File: src/rtl/net_out_serialiser_pkg.sv
// Shared widths, frame type and the shift-and-clamp helper for the
// network output serialiser.
//   NET_W / NET_OUT_W / NET_DROP / NET_DEPTH : default parameters
//   frame_t   : one 4-channel network output frame, channel 0 in the low slot
//   sat_shift : arithmetic right shift followed by saturation to out_w bits
package net_out_serialiser_pkg;

   localparam int unsigned NET_W     = 16;
   localparam int unsigned NET_OUT_W = 12;
   localparam int unsigned NET_DROP  = 4;
   localparam int unsigned NET_DEPTH = 4;
   localparam int unsigned NET_CHANS = 4;

   typedef logic [NET_CHANS-1:0][NET_W-1:0] frame_t;

   // Shift then clamp into the signed out_w range; the result is still
   // 32 bits wide and the caller truncates it to out_w.
   function automatic logic signed [31:0] sat_shift(
      input logic signed [31:0] x,
      input int unsigned        drop,
      input int unsigned        out_w
   );
      logic signed [31:0] s;
      logic signed [31:0] hi;
      logic signed [31:0] lo;
      s  = x >>> drop;
      hi = (32'sd1 <<< (out_w - 1)) - 32'sd1;
      lo = -(32'sd1 <<< (out_w - 1));
      if (s > hi) return hi;
      if (s < lo) return lo;
      return s;
   endfunction

endpackage

File: src/rtl/net_out_serialiser_if.sv
// Valid/ready sample stream leaving the serialiser.
//   m_data  : signed sample, OUT_W bits
//   m_chan  : channel index of m_data
//   m_last  : high on the channel-3 beat
//   m_valid : source has a sample
//   m_ready : sink accepts the sample
// master = serialiser side, slave = sink side.
interface net_out_serialiser_if
   import net_out_serialiser_pkg::*;
#(
   parameter int unsigned OUT_W = NET_OUT_W
);
   logic signed [OUT_W-1:0] m_data;
   logic [1:0]              m_chan;
   logic                    m_last;
   logic                    m_valid;
   logic                    m_ready;

   modport master (
      output m_data, m_chan, m_last, m_valid,
      input  m_ready
   );

   modport slave (
      input  m_data, m_chan, m_last, m_valid,
      output m_ready
   );
endinterface

File: src/rtl/net_out_serialiser_frame_fifo.sv
// Frame FIFO between network capture and the serialiser.
//   clk, rst_n : clock, synchronous active-low reset (pointers only)
//   i_push     : write i_data (caller guarantees space or a same-cycle pop)
//   i_data     : frame payload
//   i_pop      : drop the head frame (caller guarantees not empty)
//   o_head_c   : head frame, combinational from storage
//   o_full_c, o_empty_c, o_count_c : occupancy, combinational from pointers
module net_out_serialiser_frame_fifo #(
   parameter int unsigned DEPTH  = 4,
   parameter int unsigned DATA_W = 64
) (
   input  logic                     clk,
   input  logic                     rst_n,
   input  logic                     i_push,
   input  logic [DATA_W-1:0]        i_data,
   input  logic                     i_pop,
   output logic [DATA_W-1:0]        o_head_c,
   output logic                     o_full_c,
   output logic                     o_empty_c,
   output logic [$clog2(DEPTH):0]   o_count_c
);

   localparam int unsigned ADDR_W = $clog2(DEPTH);
   localparam int unsigned PTR_W  = ADDR_W + 1;

   logic [DATA_W-1:0] r_mem [DEPTH];
   logic [PTR_W-1:0]  r_wr_ptr;
   logic [PTR_W-1:0]  r_rd_ptr;

   // Pointers carry one extra wrap bit so full and empty are distinguishable.
   always_ff @(posedge clk) begin
      if (!rst_n) begin
         r_wr_ptr <= '0;
         r_rd_ptr <= '0;
      end else begin
         if (i_push) r_wr_ptr <= r_wr_ptr + PTR_W'(1);
         if (i_pop)  r_rd_ptr <= r_rd_ptr + PTR_W'(1);
      end
   end

   // Storage is not reset; empty pointers make stale contents unreachable.
   always_ff @(posedge clk) begin
      if (i_push) r_mem[r_wr_ptr[ADDR_W-1:0]] <= i_data;
   end

   assign o_head_c  = r_mem[r_rd_ptr[ADDR_W-1:0]];
   assign o_empty_c = (r_wr_ptr == r_rd_ptr);
   assign o_full_c  = (r_wr_ptr[ADDR_W] != r_rd_ptr[ADDR_W]) &&
                      (r_wr_ptr[ADDR_W-1:0] == r_rd_ptr[ADDR_W-1:0]);
   assign o_count_c = r_wr_ptr - r_rd_ptr;

endmodule

File: src/rtl/net_out_serialiser.sv
// Captures 4-channel network output frames on the rising edge of in_v,
// buffers them in a frame FIFO and emits the rescaled channels one per beat.
//   clk, rst_n        : clock, synchronous active-low reset
//   in_d0..in_d3      : signed network output channels
//   in_v              : network output valid (only its rising edge captures)
//   m_if (master)     : m_data/m_chan/m_last/m_valid out, m_ready in
//   fifo_count        : frames stored and not yet loaded into the serialiser
//   overflow          : sticky, a frame has been dropped since reset
//   drop_cnt          : dropped-frame count, saturating at 255
module net_out_serialiser
   import net_out_serialiser_pkg::*;
#(
   parameter int unsigned W     = NET_W,
   parameter int unsigned OUT_W = NET_OUT_W,
   parameter int unsigned DROP  = NET_DROP,
   parameter int unsigned DEPTH = NET_DEPTH
) (
   input  logic                     clk,
   input  logic                     rst_n,
   input  logic signed [W-1:0]      in_d0,
   input  logic signed [W-1:0]      in_d1,
   input  logic signed [W-1:0]      in_d2,
   input  logic signed [W-1:0]      in_d3,
   input  logic                     in_v,
   net_out_serialiser_if.master     m_if,
   output logic [$clog2(DEPTH):0]   fifo_count,
   output logic                     overflow,
   output logic [7:0]               drop_cnt
);

   localparam int unsigned FRAME_W = NET_CHANS * W;

   localparam logic [0:0] S_IDLE = 1'b0;
   localparam logic [0:0] S_SEND = 1'b1;

   // Capture side
   logic                          r_in_v_q;
   logic                          w_push;
   logic                          w_fifo_push;
   logic                          w_drop;
   logic                          r_overflow;
   logic [7:0]                    r_drop_cnt;

   // FIFO side
   logic [NET_CHANS-1:0][W-1:0]   w_in_frame;
   logic [NET_CHANS-1:0][W-1:0]   w_head;
   logic [FRAME_W-1:0]            w_head_flat;
   logic                          w_full;
   logic                          w_empty;
   logic [$clog2(DEPTH):0]        w_count;
   logic                          w_pop;

   // Serialiser side
   logic [NET_CHANS-1:0][OUT_W-1:0] w_scaled;
   logic [0:0]                    r_state;
   logic [0:0]                    w_state_nxt;
   logic                          r_m_valid;
   logic                          w_valid_nxt;
   logic [OUT_W-1:0]              r_m_data;
   logic [OUT_W-1:0]              w_data_nxt;
   logic [1:0]                    r_m_chan;
   logic [1:0]                    w_chan_nxt;
   logic                          r_m_last;
   logic                          w_last_nxt;
   logic [2:0][OUT_W-1:0]         r_sr;
   logic [2:0][OUT_W-1:0]         w_sr_nxt;

   assign w_in_frame = {in_d3, in_d2, in_d1, in_d0};

   // A level held high yields one frame: only the low-to-high transition pushes.
   assign w_push      = in_v & ~r_in_v_q;
   assign w_fifo_push = w_push & (~w_full | w_pop);
   assign w_drop      = w_push & w_full & ~w_pop;

   net_out_serialiser_frame_fifo #(
      .DEPTH  (DEPTH),
      .DATA_W (FRAME_W)
   ) u_fifo (
      .clk       (clk),
      .rst_n     (rst_n),
      .i_push    (w_fifo_push),
      .i_data    (w_in_frame),
      .i_pop     (w_pop),
      .o_head_c  (w_head_flat),
      .o_full_c  (w_full),
      .o_empty_c (w_empty),
      .o_count_c (w_count)
   );

   assign w_head = w_head_flat;

   // Rescale the head frame as it is popped.
   always_comb begin
      w_scaled = '0;
      for (int k = 0; k < NET_CHANS; k++) begin
         w_scaled[k] = OUT_W'(sat_shift(32'(signed'(w_head[k])), DROP, OUT_W));
      end
   end

   // Serialiser next-state and outputs; a pop always reloads the shift
   // register and presents channel 0 on the following cycle.
   always_comb begin
      w_state_nxt = r_state;
      w_valid_nxt = r_m_valid;
      w_data_nxt  = r_m_data;
      w_chan_nxt  = r_m_chan;
      w_last_nxt  = r_m_last;
      w_sr_nxt    = r_sr;
      w_pop       = 1'b0;

      case (r_state)
         S_IDLE: begin
            if (!w_empty) w_pop = 1'b1;
         end
         S_SEND: begin
            if (r_m_valid && m_if.m_ready) begin
               if (r_m_chan != 2'd3) begin
                  w_data_nxt  = r_sr[0];
                  w_sr_nxt[0] = r_sr[1];
                  w_sr_nxt[1] = r_sr[2];
                  w_sr_nxt[2] = '0;
                  w_chan_nxt  = r_m_chan + 2'd1;
                  w_last_nxt  = (r_m_chan == 2'd2);
               end else if (!w_empty) begin
                  w_pop = 1'b1;
               end else begin
                  w_valid_nxt = 1'b0;
                  w_last_nxt  = 1'b0;
                  w_state_nxt = S_IDLE;
               end
            end
         end
         default: begin
            w_state_nxt = S_IDLE;
            w_valid_nxt = 1'b0;
         end
      endcase

      if (w_pop) begin
         w_state_nxt = S_SEND;
         w_valid_nxt = 1'b1;
         w_chan_nxt  = 2'd0;
         w_last_nxt  = 1'b0;
         w_data_nxt  = w_scaled[0];
         w_sr_nxt    = w_scaled[3:1];
      end
   end

   // Serialiser and capture registers
   always_ff @(posedge clk) begin
      if (!rst_n) begin
         r_state   <= S_IDLE;
         r_m_valid <= 1'b0;
         r_m_data  <= '0;
         r_m_chan  <= 2'd0;
         r_m_last  <= 1'b0;
         r_sr      <= '0;
         r_in_v_q  <= 1'b0;
      end else begin
         r_state   <= w_state_nxt;
         r_m_valid <= w_valid_nxt;
         r_m_data  <= w_data_nxt;
         r_m_chan  <= w_chan_nxt;
         r_m_last  <= w_last_nxt;
         r_sr      <= w_sr_nxt;
         r_in_v_q  <= in_v;
      end
   end

   // Drop accounting
   always_ff @(posedge clk) begin
      if (!rst_n) begin
         r_overflow <= 1'b0;
         r_drop_cnt <= 8'd0;
      end else if (w_drop) begin
         r_overflow <= 1'b1;
         if (r_drop_cnt != 8'hFF) r_drop_cnt <= r_drop_cnt + 8'd1;
      end
   end

   assign m_if.m_valid = r_m_valid;
   assign m_if.m_data  = r_m_data;
   assign m_if.m_chan  = r_m_chan;
   assign m_if.m_last  = r_m_last;
   assign fifo_count   = w_count;
   assign overflow     = r_overflow;
   assign drop_cnt     = r_drop_cnt;

endmodule
File: src/flat_wrapper.sv
// flat-port wrapper written by rule: the top's interface ports become plain ports
module net_out_serialiser_flat import net_out_serialiser_pkg::*;
#(
   parameter int unsigned W     = NET_W,
   parameter int unsigned OUT_W = NET_OUT_W,
   parameter int unsigned DROP  = NET_DROP,
   parameter int unsigned DEPTH = NET_DEPTH
)
  (clk, rst_n, in_d0, in_d1, in_d2, in_d3, in_v, fifo_count, overflow, drop_cnt, m_if_m_data, m_if_m_chan, m_if_m_last, m_if_m_valid, m_if_m_ready);
  net_out_serialiser_if #(.OUT_W(OUT_W)) m_if_i ();
  input  logic clk;
  input  logic rst_n;
  input  logic signed [W-1:0] in_d0;
  input  logic signed [W-1:0] in_d1;
  input  logic signed [W-1:0] in_d2;
  input  logic signed [W-1:0] in_d3;
  input  logic in_v;
  output logic [$clog2(DEPTH):0] fifo_count;
  output logic overflow;
  output logic [7:0] drop_cnt;
  output wire logic [$bits(m_if_i.m_data)-1:0] m_if_m_data;
  output wire logic [$bits(m_if_i.m_chan)-1:0] m_if_m_chan;
  output wire logic [$bits(m_if_i.m_last)-1:0] m_if_m_last;
  output wire logic [$bits(m_if_i.m_valid)-1:0] m_if_m_valid;
  input wire logic [$bits(m_if_i.m_ready)-1:0] m_if_m_ready;
  assign m_if_m_data = m_if_i.m_data;
  assign m_if_m_chan = m_if_i.m_chan;
  assign m_if_m_last = m_if_i.m_last;
  assign m_if_m_valid = m_if_i.m_valid;
  assign m_if_i.m_ready = m_if_m_ready;
  net_out_serialiser #(.W(W), .OUT_W(OUT_W), .DROP(DROP), .DEPTH(DEPTH)) u_core (.clk(clk), .rst_n(rst_n), .in_d0(in_d0), .in_d1(in_d1), .in_d2(in_d2), .in_d3(in_d3), .in_v(in_v), .m_if(m_if_i), .fifo_count(fifo_count), .overflow(overflow), .drop_cnt(drop_cnt));
endmodule
File: config.mk
export PLATFORM = sky130hd
export DESIGN_NAME = net_out_serialiser_flat
export DESIGN_NICKNAME = d
export VERILOG_FILES = /design/src/rtl/net_out_serialiser_pkg.sv /design/src/rtl/net_out_serialiser_if.sv /design/src/rtl/net_out_serialiser_frame_fifo.sv /design/src/rtl/net_out_serialiser.sv /design/src/flat_wrapper.sv
export SDC_FILE = /design/constraint.sdc
export NUM_CORES = 1
export LEC_CHECK = 0
export BUFFER_PORTS_ARGS = -buffer_cell sky130_fd_sc_hd__buf_2
export CAP_MARGIN = 20
export CORE_AREA = 2 2 155 157
export CTS_CLUSTER_SIZE = 40
export DETAILED_ROUTE_END_ITERATION = 8
export DIE_AREA = 0 0 157 159
export GPL_TIMING_DRIVEN = 1
export PLACE_DENSITY_LB_ADDON = 0.12
export SLEW_MARGIN = 20
export SYNTH_ARGS = -nofsm -noshare
export SYNTH_HDL_FRONTEND = slang
export SYNTH_HIERARCHICAL = 1
export SYNTH_SLANG_ARGS = --single-unit
File: constraint.sdc
create_clock -name clk -period 3.6 [get_ports clk]
set_input_delay 0.54 -clock clk [delete_from_list [all_inputs] [get_ports clk]]
set_output_delay 0.54 -clock clk [all_outputs]
set_load 0.02 [all_outputs]
==> metrics.md <==
| Metric | Value |
|---|---|
| Sw Ratio | 0.293 |
| Critical Path Source | u_core/u_fifo/r_wr_ptr[0] |
| Final wirelength | 20300 µm |
| Multi-input gate area | 2580 µm² |
| Initial Util | 0.434 |
| Worst skew pair latency | around 0.53 ns |
| Slew Limit Fails | 0 |
| Int Pwr | just under 6 mW |
| Crit Path Max Fanout | 15 |
| Layout cells sized above 1 | 0.255 |
| Die H | roughly 160 µm |
| Area growth syn-to-layout | 15.6% |
| Cell Chain, Critical Path | inv_1 > ha_1 > nand2_1 > nor2_1 > and4b_1 > or4b_1 > or4_1 > a21oi_1 |
| F_max | 333 MHz |
| CTS Buffer Depth | 3 |
| CTS tree | built |
| Syn nets | between 700 and 800 |
| Crit. path cell count | 8 |
| Combinational power share | 0.217 |
| Routability congestion estimate | 0.732 |
| Clock slew at reported path FFs | 0.06 ns |
| Req. time, crit path | 4.05 ns |
| Vias/cell | roughly 5.2 |
| # port buffers | 79 |
| Avg Cell Area, Syn | 16.0 µm² |
| Worst Tran Pin Value | 0.753 ns |
| Initial DRC Count | 370 |
| DR pass1 iterations | 4 |
| Slew headroom | 0.498 |
| Post-DP HPWL | ~12000 µm |
| Buffers and inverters on the worst path | 1 |
| Largest net degree at the start of global routing | between 70 and 80 |
| Drc violations | 0 |
| Tcrit/Tclk final | 0.835 |
| Sw Pwr | 2.45 mW |
| R2r endpoint | u_core/drop_cnt[4] |
| Yosys Warn Count | 6 |
| Initial antenna violation count | 0 |
| Setup repair bufs after CTS | 0 |
| # H-tree levels | 1 |
| First-pass GRT wire length | approximately 32000 µm |
| Net count, final | 789 |
| # diodes | 0 |
| Layout fillers | 1974 |
| Vias in the first global route | about 5800 |
| Post-Synthesis Cells | 630 |
| Status | completed |
| GRT Total Usage | 0.166 |
| ANT nets after route | 0 |
| Core box area | 23200 µm² |
| Worst reg2reg path depth | 8 |
| GRT overflow | 0 |
| Total power | 8.36 mW |
| # resized after CTS | 0 |
| Pwr per Cell Area | 718 nW/µm² |
| Final setup viols | 0 |
| CTS buffer count | 28 |
| CTS Hold Bufs | 0 |
| Clock Sinks | 263 |
| CP top delay family | simple AND/OR/NAND/NOR gates |
| Site Rows | 56 |
| Max_cap viols | 0 |
| Clock Tree Root | clkbuf_16 |
| Static Leak | 3.96 nW |
| Clock network power share | 0.328 |
| RSZ-0062 raised after global routing | false |
| DP Area | 10800 µm² |
| Post-synthesis cell area | between 10000 and 15000 µm² |
| Critical path class | reg2reg |
| CP max stage cell | or4b_1 |
| Tmin final | between 3 and 4 ns |
| Sequential cell area | 7190 µm² |
| VDD IR max | 399 µV |
| Reg2reg start | u_core/u_fifo/r_wr_ptr[0] |
| Chip width | roughly 160 µm |
| Vias | approximately 5500 |
| Startpoint Class | flop |
| Worst setup EP type | flop |
| Setup_tns | 0 ns |
| Final instance area | between 10000 and 15000 µm² |
| Io pins | 96 |
| Sequential share of power | 0.455 |
| Hold crit path type | in2reg |
| Clock Skews | 0.0107 ns |
| Crit path to | u_core/drop_cnt[4] |
| HP Start | in_d1[4] |
| Crit path arrival time | roughly 3.5 ns |
| Die ar. | roughly 25000 µm² |
| Fin. Hold Viols | 0 |
| Critical Path Max Stage Delay | 0.76 ns |
| Routed len/inst | 19.3 µm |
| Flop-to-flop setup slack | ~0.60 ns |
-- power groups by stage --
| stage | Clock (mW) | Combinational, mW | Sequential [mW] |
|---|---|---|---|
| 6_report | 2.74 | 1.81 | 3.81 |
| 5_1_grt | 2.92 | 2.03 | 3.86 |
| 4_1_cts | 2.80 | 1.85 | 3.82 |
| 3_5_place_dp | 0 | 1.84 | 3.88 |
| 3_3_place_gp | 0 | 1.82 | 3.87 |
| 2_1_floorplan | 0 | 1.44 | 3.79 |
-- routing by layer --
metal  GRT usage  vias to the layer above  share of wire
met3      0.0267                       31          0.043
met5           0                        -              0
met1       0.228                     2803           0.45
met2       0.277                      101           0.49
met4      0.0438                        0          0.018
li1            -                     2582              -
-- worst min path at each step --
stage                                            end  slack [ns]  cells after the start
after floorplan                u_core/m_if.m_data[0]        0.45                      2
after CTS                 u_core/u_fifo/r_mem[3][54]        0.20                      1
after global placement               u_core/overflow        0.43                      2
after global routing       u_core/u_fifo/r_mem[2][8]        0.21                      1
final                     u_core/u_fifo/r_mem[3][20]        0.22                      1
after detailed placement             u_core/overflow        0.46                      2
-- metrics by stage --
stage	worst slack, ns	hold WS, ns	util	std cells
2_1_floorplan	0.177	0.445	-	630
3_3_place_gp	0.678	0.434	0.464	999
3_5_place_dp	0.590	0.457	0.464	999
4_1_cts	0.581	0.201	0.502	1051
5_1_grt	0.394	0.210	0.502	1051
6_report	0.596	0.217	0.502	1051
-- cells in the final DEF, fill, tap and decap left out, drive strengths merged, types with 2 or more instances in the layout --
cell type / count
ha: 10
edfxtp: 192
and2: 5
a21oi: 11
nand2b: 4
nor4: 2
clkinv: 8
nand2: 79
buf: 91
inv: 14
dfxtp: 71
nand3: 7
a21bo: 2
a31oi: 36
clkbuf: 42
mux2i: 5
mux4: 48
nor2: 26
nand3b: 2
or4: 3
a22oi: 13
o31ai: 3
nor3b: 2
xnor2: 4
o21ai: 39
-- flip-flops by register name, indices dropped and copies added, names as in the netlist, named ones only --
register                count
u_core/u_fifo/r_mem       192
u_core/r_sr                36
u_core/m_if.m_data         12
u_core/drop_cnt             8
u_core/u_fifo/r_rd_ptr      3
u_core/u_fifo/r_wr_ptr      3
u_core/m_if.m_chan          2
u_core/m_if.m_last          1
u_core/m_if.m_valid         1
u_core/overflow             1
u_core/r_in_v_q             1
u_core/r_state              1
-- layout make-up --
type                            count  area share
Tap cell                          319      0.0343
Timing Repair Buffer               91      0.0460
Multi-Input combinational cell    313       0.222
Sequential cell                   263       0.617
Clock buffer                       42      0.0699
Clock inverter                     10     0.00666
Inverter                           13     0.00419
Power figures use the tool's default switching activity.
